<file path="src/rtl/serial_cla_pkg.sv">
// Shared types and constants for the nibble-serial carry-lookahead adder.
package serial_cla_pkg;

  localparam int NIB_W = 4;

  typedef enum logic [1:0] {
    IDLE = 2'd0,
    RUN  = 2'd1,
    DONE = 2'd2
  } seq_state_t;

  typedef logic [NIB_W-1:0] nibble_t;

endpackage

</file>
<file path="src/rtl/cla_nibble_stage.sv">
// Purely combinational 4-bit carry-lookahead stage: s = a + b + cin.
// Carries are formed from generate/propagate terms rather than rippled.
import serial_cla_pkg::*;

module cla_nibble_stage (
  input  nibble_t a,
  input  nibble_t b,
  input  logic    cin,
  output nibble_t s,
  output logic    cout
);

  nibble_t g_s;
  nibble_t p_s;
  nibble_t c_s;

  // Generate/propagate terms and flattened lookahead carry equations
  always_comb begin
    g_s     = a & b;
    p_s     = a ^ b;
    c_s[0]  = cin;
    c_s[1]  = g_s[0] | (p_s[0] & cin);
    c_s[2]  = g_s[1] | (p_s[1] & g_s[0]) | (p_s[1] & p_s[0] & cin);
    c_s[3]  = g_s[2] | (p_s[2] & g_s[1]) | (p_s[2] & p_s[1] & g_s[0])
            | (p_s[2] & p_s[1] & p_s[0] & cin);
    cout    = g_s[3] | (p_s[3] & g_s[2]) | (p_s[3] & p_s[2] & g_s[1])
            | (p_s[3] & p_s[2] & p_s[1] & g_s[0])
            | (p_s[3] & p_s[2] & p_s[1] & p_s[0] & cin);
    s       = p_s ^ c_s;
  end

endmodule

</file>
<file path="src/rtl/serial_cla_sequencer.sv">
// Multi-cycle WIDTH-bit adder: one nibble per cycle, LSB first, carry fed
// back through a register. Valid/ready request and response handshakes.
// Optional macro SERIAL_CLA_SUB_EN adds a req_sub input selecting A-B.
import serial_cla_pkg::*;

module serial_cla_sequencer #(
  parameter int WIDTH = 32
) (
  input  logic             clk,
  input  logic             reset,
  input  logic             req_valid,
  output logic             req_ready,
  input  logic [WIDTH-1:0] op_a,
  input  logic [WIDTH-1:0] op_b,
  input  logic             carry_in,
`ifdef SERIAL_CLA_SUB_EN
  input  logic             req_sub,
`endif
  output logic             resp_valid,
  input  logic             resp_ready,
  output logic [WIDTH-1:0] sum,
  output logic             carry_out
);

  localparam int NIBS  = WIDTH / NIB_W;
  localparam int IDX_W = $clog2(NIBS);
  localparam logic [IDX_W-1:0] LAST_IDX = IDX_W'(NIBS - 1);
  localparam logic [IDX_W-1:0] IDX_ONE  = IDX_W'(1);

  generate
    if (((WIDTH % NIB_W) != 0) || (WIDTH < 8)) begin : g_bad_width
      $error("serial_cla_sequencer: WIDTH must be a multiple of 4 and >= 8");
    end
  endgenerate

  seq_state_t       state_r;
  seq_state_t       state_nxt_s;
  logic [WIDTH-1:0] a_r;
  logic [WIDTH-1:0] b_r;
  logic             carry_r;
  logic [IDX_W-1:0] nib_idx_r;
  logic [WIDTH-1:0] sum_r;
  logic             carry_out_r;
  logic             req_ready_r;
  logic             resp_valid_r;

  nibble_t          nib_a_s;
  nibble_t          nib_b_s;
  nibble_t          nib_sum_s;
  logic             nib_cout_s;
  logic [WIDTH-1:0] b_load_s;
  logic             carry_load_s;

  // Select the operand nibbles addressed by the current nibble index
  always_comb begin
    nib_a_s = a_r[nib_idx_r*NIB_W +: NIB_W];
    nib_b_s = b_r[nib_idx_r*NIB_W +: NIB_W];
  end

  cla_nibble_stage u_stage (
    .a    (nib_a_s),
    .b    (nib_b_s),
    .cin  (carry_r),
    .s    (nib_sum_s),
    .cout (nib_cout_s)
  );

  // Operand B and initial carry as loaded on accept (subtract inverts B, forces carry)
  always_comb begin
`ifdef SERIAL_CLA_SUB_EN
    if (req_sub) begin
      b_load_s     = ~op_b;
      carry_load_s = 1'b1;
    end else begin
      b_load_s     = op_b;
      carry_load_s = carry_in;
    end
`else
    b_load_s     = op_b;
    carry_load_s = carry_in;
`endif
  end

  // Next-state logic for IDLE -> RUN -> DONE -> IDLE
  always_comb begin
    state_nxt_s = state_r;
    case (state_r)
      IDLE: begin
        if (req_valid) begin
          state_nxt_s = RUN;
        end else begin
          state_nxt_s = IDLE;
        end
      end
      RUN: begin
        if (nib_idx_r == LAST_IDX) begin
          state_nxt_s = DONE;
        end else begin
          state_nxt_s = RUN;
        end
      end
      DONE: begin
        if (resp_ready) begin
          state_nxt_s = IDLE;
        end else begin
          state_nxt_s = DONE;
        end
      end
      default: begin
        state_nxt_s = IDLE;
      end
    endcase
  end

  // State, datapath registers and registered handshake outputs
  always_ff @(posedge clk) begin
    if (reset) begin
      state_r      <= IDLE;
      a_r          <= {WIDTH{1'b0}};
      b_r          <= {WIDTH{1'b0}};
      carry_r      <= 1'b0;
      nib_idx_r    <= {IDX_W{1'b0}};
      sum_r        <= {WIDTH{1'b0}};
      carry_out_r  <= 1'b0;
      req_ready_r  <= 1'b1;
      resp_valid_r <= 1'b0;
    end else begin
      state_r      <= state_nxt_s;
      req_ready_r  <= (state_nxt_s == IDLE);
      resp_valid_r <= (state_nxt_s == DONE);
      case (state_r)
        IDLE: begin
          if (req_valid) begin
            a_r       <= op_a;
            b_r       <= b_load_s;
            carry_r   <= carry_load_s;
            nib_idx_r <= {IDX_W{1'b0}};
            sum_r     <= {WIDTH{1'b0}};
          end
        end
        RUN: begin
          sum_r[nib_idx_r*NIB_W +: NIB_W] <= nib_sum_s;
          carry_r <= nib_cout_s;
          if (nib_idx_r == LAST_IDX) begin
            // Index stays on the last nibble; it is cleared on the next accept
            carry_out_r <= nib_cout_s;
          end else begin
            nib_idx_r <= nib_idx_r + IDX_ONE;
          end
        end
        DONE: begin
          // Result held until the consumer takes it
        end
        default: begin
          // Unreachable encoding; next-state logic returns to IDLE
        end
      endcase
    end
  end

  assign req_ready  = req_ready_r;
  assign resp_valid = resp_valid_r;
  assign sum        = sum_r;
  assign carry_out  = carry_out_r;

endmodule
</file>
<file path="config.mk">
export PLATFORM = sky130hd
export DESIGN_NAME = serial_cla_sequencer
export DESIGN_NICKNAME = d
export VERILOG_FILES = /design/src/rtl/serial_cla_pkg.sv /design/src/rtl/cla_nibble_stage.sv /design/src/rtl/serial_cla_sequencer.sv
export SDC_FILE = /design/constraint.sdc
export NUM_CORES = 1
export LEC_CHECK = 0
export CELL_PAD_IN_SITES_DETAIL_PLACEMENT = 1
export CELL_PAD_IN_SITES_GLOBAL_PLACEMENT = 2
export CORE_ASPECT_RATIO = 1.5
export CORE_MARGIN = 2
export CORE_UTILIZATION = 38
export CTS_BUF_LIST = sky130_fd_sc_hd__clkbuf_2
export DETAILED_ROUTE_END_ITERATION = 7
export DONT_BUFFER_PORTS = 1
export PLACE_DENSITY = 0.81
export SYNTH_ARGS = -nofsm -noshare
export SYNTH_HDL_FRONTEND = slang
export SYNTH_SLANG_ARGS = --single-unit
</file>
<file path="constraint.sdc">
create_clock -name clk -period 3.25 [get_ports clk]
set_input_delay 0.4875 -clock clk [delete_from_list [all_inputs] [get_ports clk]]
set_output_delay 0.4875 -clock clk [all_outputs]
set_load 0.02 [all_outputs]
</file>
==> Word-level counts from Yosys, hierarchy flattened <==
Index checks and enable logic that the tools add are counted.
{ "word_totals": {"output_inout_bits": 35, "ram_bits": 0, "elab_cells": 69, "register_bits": 105, "memories": 0, "romBits": 0, "latchBits": 0, "in_bits": 69} }
{ "classes": {"bitwise_logic": 29, "multipliers": 0, "n_reduce_logical": 7, "div_mod_pow": 0, "n_eq_ne": 6, "magnitude_cmp": 0, "shifts": 4, "muxes": 12, "addsub": 2} }
{ "ops": {"columns": ["op", "n"], "rows": [
  ["one-hot mux 32 bit (2 select lines)", 1],
  ["indexed part select 32 x 6 -> 4 bit", 2],
  ["negation 5 -> 34 bit", 1],
  ["variable shift 4 x 34 -> 32 bit (first input constant)", 1],
  ["indexed part select 4 x 34 -> 32 bit", 1],
  ["bitwise mux 32 bit", 1],
  ["two-way mux 32 bit", 1],
  ["AND 1 bit", 16],
  ["OR 1 bit", 10],
  ["bitwise XOR 4 bit", 2],
  ["two-way mux 3 bit", 2],
  ["one-hot mux 2 bit (3 select lines)", 1],
  ["one-hot mux 3 bit (2 select lines)", 1],
  ["AND reduction 2 bit", 3],
  ["AND 4 bit", 1],
  ["== test 2 bit (second input constant)", 2],
  ["logical NOT 2 bit", 2],
  ["two-way mux 2 bit", 2],
  ["!= test 2 bit (second input constant)", 2],
  ["adder 3 x 1 -> 3 bit (second input constant)", 1],
  ["== test 3 bit (second input constant)", 1],
  ["AND reduction 3 bit", 1],
  ["== test 2 x 1 -> 1 bit (second input constant)", 1],
  ["two-way mux 1 bit", 2],
  ["other kinds (2)", 2]
]} }

==> Longest topological paths before layout <==
{ "logic_depth": {"word_depth": 10, "ltp_mapped": 11, "depth_no_buf": 8} }

==> By module <==
A second synthesis with hierarchy kept.
{ "unflattened": {"hier_cells": 524, "hier_area_um2": 4724.5} }
{ "by_module_without_submodules": {"columns": ["mod", "seq_area_each_um2", "cells_per_inst", "area_per_inst_um2", "n_inst"], "rows": [
  ["serial_cla_sequencer", 2102.0, 507, 4576.9, 1],
  ["cla_nibble_stage", 0.0, 17, 147.6, 1]
]} }

==> Worst setup path after synthesis <==
OpenSTA, ideal clock, no wires.
{ "synth_path": {"path_type": "register to register", "start": "register nib_idx_r[0]", "end": "register sum_r[2], in the netlist sum[2]", "setup_ns": 0.078, "path_slack_ns": 0.338, "path_buffers": 3, "arrival_ns": 2.834, "period_less_slack_ns": 2.912, "required_time_ns": 3.172, "stages_incl_launch_ff": 12, "cell_sequence": "dfxtp_1 buf_4 buf_4 mux4_2 nand2_1 nand2_1 ha_1 a211o_1 nand3_1 or3b_2 clkbuf_1 o21ai_0"} }
{ "synth_via": {"elab_chain_cells": 10, "word_cells_on_any_way": 25, "classes_between": "add/sub (1); shift (4); mux (2); bitwise (18)"} }
{ "synth_lines": {"columns": ["item", "line", "source"], "rows": [
  ["from (decl)", "serial_cla_sequencer.sv:41", "logic [IDX_W-1:0] nib_idx_r;"],
  ["from (signal assigned)", "serial_cla_sequencer.sv:122", "nib_idx_r <= {IDX_W{1'b0}};"],
  ["from (signal assigned)", "serial_cla_sequencer.sv:137", "nib_idx_r <= {IDX_W{1'b0}};"],
  ["from (signal assigned)", "serial_cla_sequencer.sv:148", "nib_idx_r <= nib_idx_r + IDX_ONE;"],
  ["indexed part select 32 x 6 -> 4 bit (on tied branches)", "serial_cla_sequencer.sv:56, serial_cla_sequencer.sv:57", null],
  ["bitwise XOR 4 bit or AND 4 bit (tied branches)", "cla_nibble_stage.sv:20, cla_nibble_stage.sv:19", null],
  ["AND 1 bit (on tied branches)", "cla_nibble_stage.sv:24, cla_nibble_stage.sv:25", null],
  ["OR 1 bit (tied with other cells)", "cla_nibble_stage.sv:24", "c_s[3] = g_s[2] | (p_s[2] & g_s[1]) | (p_s[2] & p_s[1] & g_s[0])"],
  ["OR 1 bit or AND 1 bit (tied branches)", "cla_nibble_stage.sv:24, cla_nibble_stage.sv:25", null],
  ["OR 1 bit", "cla_nibble_stage.sv:25", "| (p_s[2] & p_s[1] & p_s[0] & cin);"],
  ["bitwise XOR 4 bit", "cla_nibble_stage.sv:29", "s = p_s ^ c_s;"],
  ["indexed part select 4 x 34 -> 32 bit", "serial_cla_sequencer.sv:142", "sum_r[nib_idx_r*NIB_W +: NIB_W] <= nib_sum_s;"],
  ["bitwise mux 32 bit *", "serial_cla_sequencer.sv:142", null],
  ["one-hot mux 32 bit (2 select lines) *", "serial_cla_sequencer.sv:131", "case (state_r)"],
  ["to (signal assigned)", "serial_cla_sequencer.sv:123", "sum_r <= {WIDTH{1'b0}};"],
  ["to (signal assigned)", "serial_cla_sequencer.sv:138", "sum_r <= {WIDTH{1'b0}};"],
  ["to (signal, indexed assignment)", "serial_cla_sequencer.sv:142", null],
  ["to (decl)", "serial_cla_sequencer.sv:42", "logic [WIDTH-1:0] sum_r;"]
]} }
Mark *: on every way between the ends. The rest lies on a longest branch, timed or not.
A chain may end at the register's enable or synchronous reset.

==> Worst setup path after layout <==
Same ends and word-level chain as after synthesis.

==> out/results.txt <==
relative slew slack = 0.276
final core utilization = 0.475
Max Slew Vio Count = 0
Sink Count = 105
Overflow after GRT = 0
Chip Width = 93.3 µm
TNS Setup = 0 ns
# resized after CTS = 0
Max Root-Sink Buffers = 2
Internal Power = 1980 µW
DRT iter0 DRCs = 129
hold depth = 3
First-pass DRT Iterations = 4
P_sw = 657 µW
share of layout cells above drive strength 1 = 0.101
area leader, netlist = dfxtp_1
net count after synthesis = 606
Worst VDD drop = 0.000212 V
Final #Nets = 651
average wire per standard cell = 16.9 µm
Sw Share = 0.249
Worst Tran Pin Value = 1.09 ns
Clock transition at path regs = 0.29 ns
Setup CP Type = register to register
CTS root buf = clkbuf_2
pin count of the biggest net entering global routing = 89
gr usage total = 0.198
Critical Path Fanout Max = 21
count of final setup violators = 0
CTS H-Tree Depth = 3
EDFF count, synth = 0
synthesis-stage register bit count = 105
Mean Syn Cell Area = 8.62 µm²
Synthesis Warnings = 0
Via density = 5.21
Layout area overhead = 21.3%
worst endpoint data arrival time = 3.48 ns
Hold WC Path Type = input port to register
share of the synthesized area in the top cell type = 0.463
status = finished clean
fmax = 343 MHz
WL final = 12300 µm
top cells by count, synth = 173 x nand2_1, 105 x dfxtp_1, 74 x a21oi_1
first-pass GRT wire length = 19900 µm
maxcap violations = 0
worst clock skew = 0.0302 ns
# Post-CTS Setup Buffers = 0
vias = 3796
register area share after synthesis = 0.463
RSZ-0062 raised after global routing = no
static leakage = 0.00203 µW
row count = 48
Final period util = 0.897
final hold violation count = 0
Comb pwr share = 0.125
Core Region = 11600 µm²
Seq pwr share = 0.523
pwr dens = 478 nW/µm²
post-route ant nets = 0
main area contributors after synthesis = dfxtp_1 46%, nand2_1 14%, a21oi_1 8.2%, mux4_2 7.9%, mux2_2 2.7%
Worst Path Required = 3.82 ns
clock power share = 0.352
die area = 12900 µm²
top-count cell post-synth = nand2_1
synthesized instance count = 527
vias in the first global route = 3900
DP Wirelength = 8240 µm
Most used DFF post-synth = dfxtp_1
Port Buffer Count = 0
count of cell types in the netlist = 42
CTS tree = yes
drc violations = 0
Initial Util = 0.392
Crit. End Element = register
antenna violations before repair = 1
Worst setup SP type = register
Async S/R FF share, synth = 0
CTS Buf Count = 9
cell area after synthesis = 4540 µm²
I/O pins = 104
clk_lat worst skew = 0.62 ns
post-layout min period = 2.91 ns
GP Congestion = 0.785
die height = 138 µm
R2R cell count = 9
[cell type report]
| type | count | area (µm²) |
|---|---|---|
| fillers | 1338 | 6080 |
| inverters | 5 | 18.8 |
| well taps | 150 | 188 |
| diodes | 1 | 2.50 |
| repair buffers | 70 | 718 |
| multi-input cells | 381 | 2270 |
| flip-flops and latches | 105 | 2100 |
| clock buffers | 9 | 45.0 |
| clock inverters | 7 | 166 |
[path summary, 6_finish.rpt]
kind | start | to | slack, ns
setup reg to reg | nib_idx_r[0]$_SDFFE_PP0P_ | sum[2]$_SDFFE_PP0P_ | 0.34
setup / recovery | nib_idx_r[0]$_SDFFE_PP0P_ | sum[2]$_SDFFE_PP0P_ | 0.34
hold / removal | resp_ready | resp_valid$_SDFF_PP0_ | 0.06
hold reg to reg | a_r[27]$_SDFFE_PP0P_ | a_r[27]$_SDFFE_PP0P_ | 0.47
[kinds of logic after synthesis]
kind of cell	after synthesis	synth area share
DFF	105	0.463
adders and majority gates	10	0.0292
xor gates and xnor gates	1	0.00193
buffers and inverters	41	0.0386
muxes	36	0.126
and+or+nand+nor	237	0.226
AOI/OAI and AO/OA	97	0.115
[power by group through the flow]
| stage | Sequential, µW | Combinational, µW | Clock [µW] |
|---|---|---|---|
| after floorplan | 1390 | 213 | 0 |
| after global placement | 1400 | 240 | 0 |
| after detailed placement | 1400 | 249 | 0 |
| after CTS | 1380 | 329 | 949 |
| after global routing | 1390 | 367 | 1010 |
| final | 1380 | 329 | 929 |
[cell usage in the layout (no fill, tap or decap), drive strengths merged, types with 9 or more instances in the layout]
cell type    instances
mux2i                9
ha                   9
mux4                16
o21ai               10
clkbuf               9
nand2              173
a21oi               74
nor2                22
nand3               18
mux2                11
dlygate4sd3         64
dfxtp              105
[layer usage]
metal	vias up	routed length (µm)	track usage
li1	1876	-	-
met1	1830	5090	0.232
met2	76	6490	0.357
met3	14	542	0.0440
met4	0	184	0.0645
met5	-	0	0
[worst max-delay path, cell delays in order (launching register included)]
cell and delay (ns):
dfxtp_1 0.43, buf_12 0.21, mux4_2 0.51, nand2_1 0.08, nand2_1 0.13, ha_1 0.36
a211o_1 0.32, nand3_1 0.08, or3b_2 0.55, o21ai_0 0.21
[through the flow]
step	power (µW)	hold WS (ns)	setup WS, ns	cells	instance area [µm²]
after CTS	2660	0.00147	0.297	724	5480
after global placement	1640	0.436	0.445	646	4630
final	2640	0.0624	0.335	728	5510
after detailed placement	1650	0.442	0.343	646	4630
after global routing	2770	0.0413	0.109	728	5510
after floorplan	1600	0.433	0.338	527	4540
[state kept, by name (all words and copies together), names as in the netlist]
name,count
carry_r,1
b_r,32
state_r,2
req_ready,1
a_r,32
nib_idx_r,3
sum,32
carry_out,1
resp_valid,1
[timing repair]
| item | CTS | global route |
|---|---|---|
| endpoints found under the setup margin | 0 | 0 |
| endpoints found under the hold margin | 88 | 3 |
| hold buffers | 62 | 3 |
Note: power is estimated with default switching activity, not from simulation.
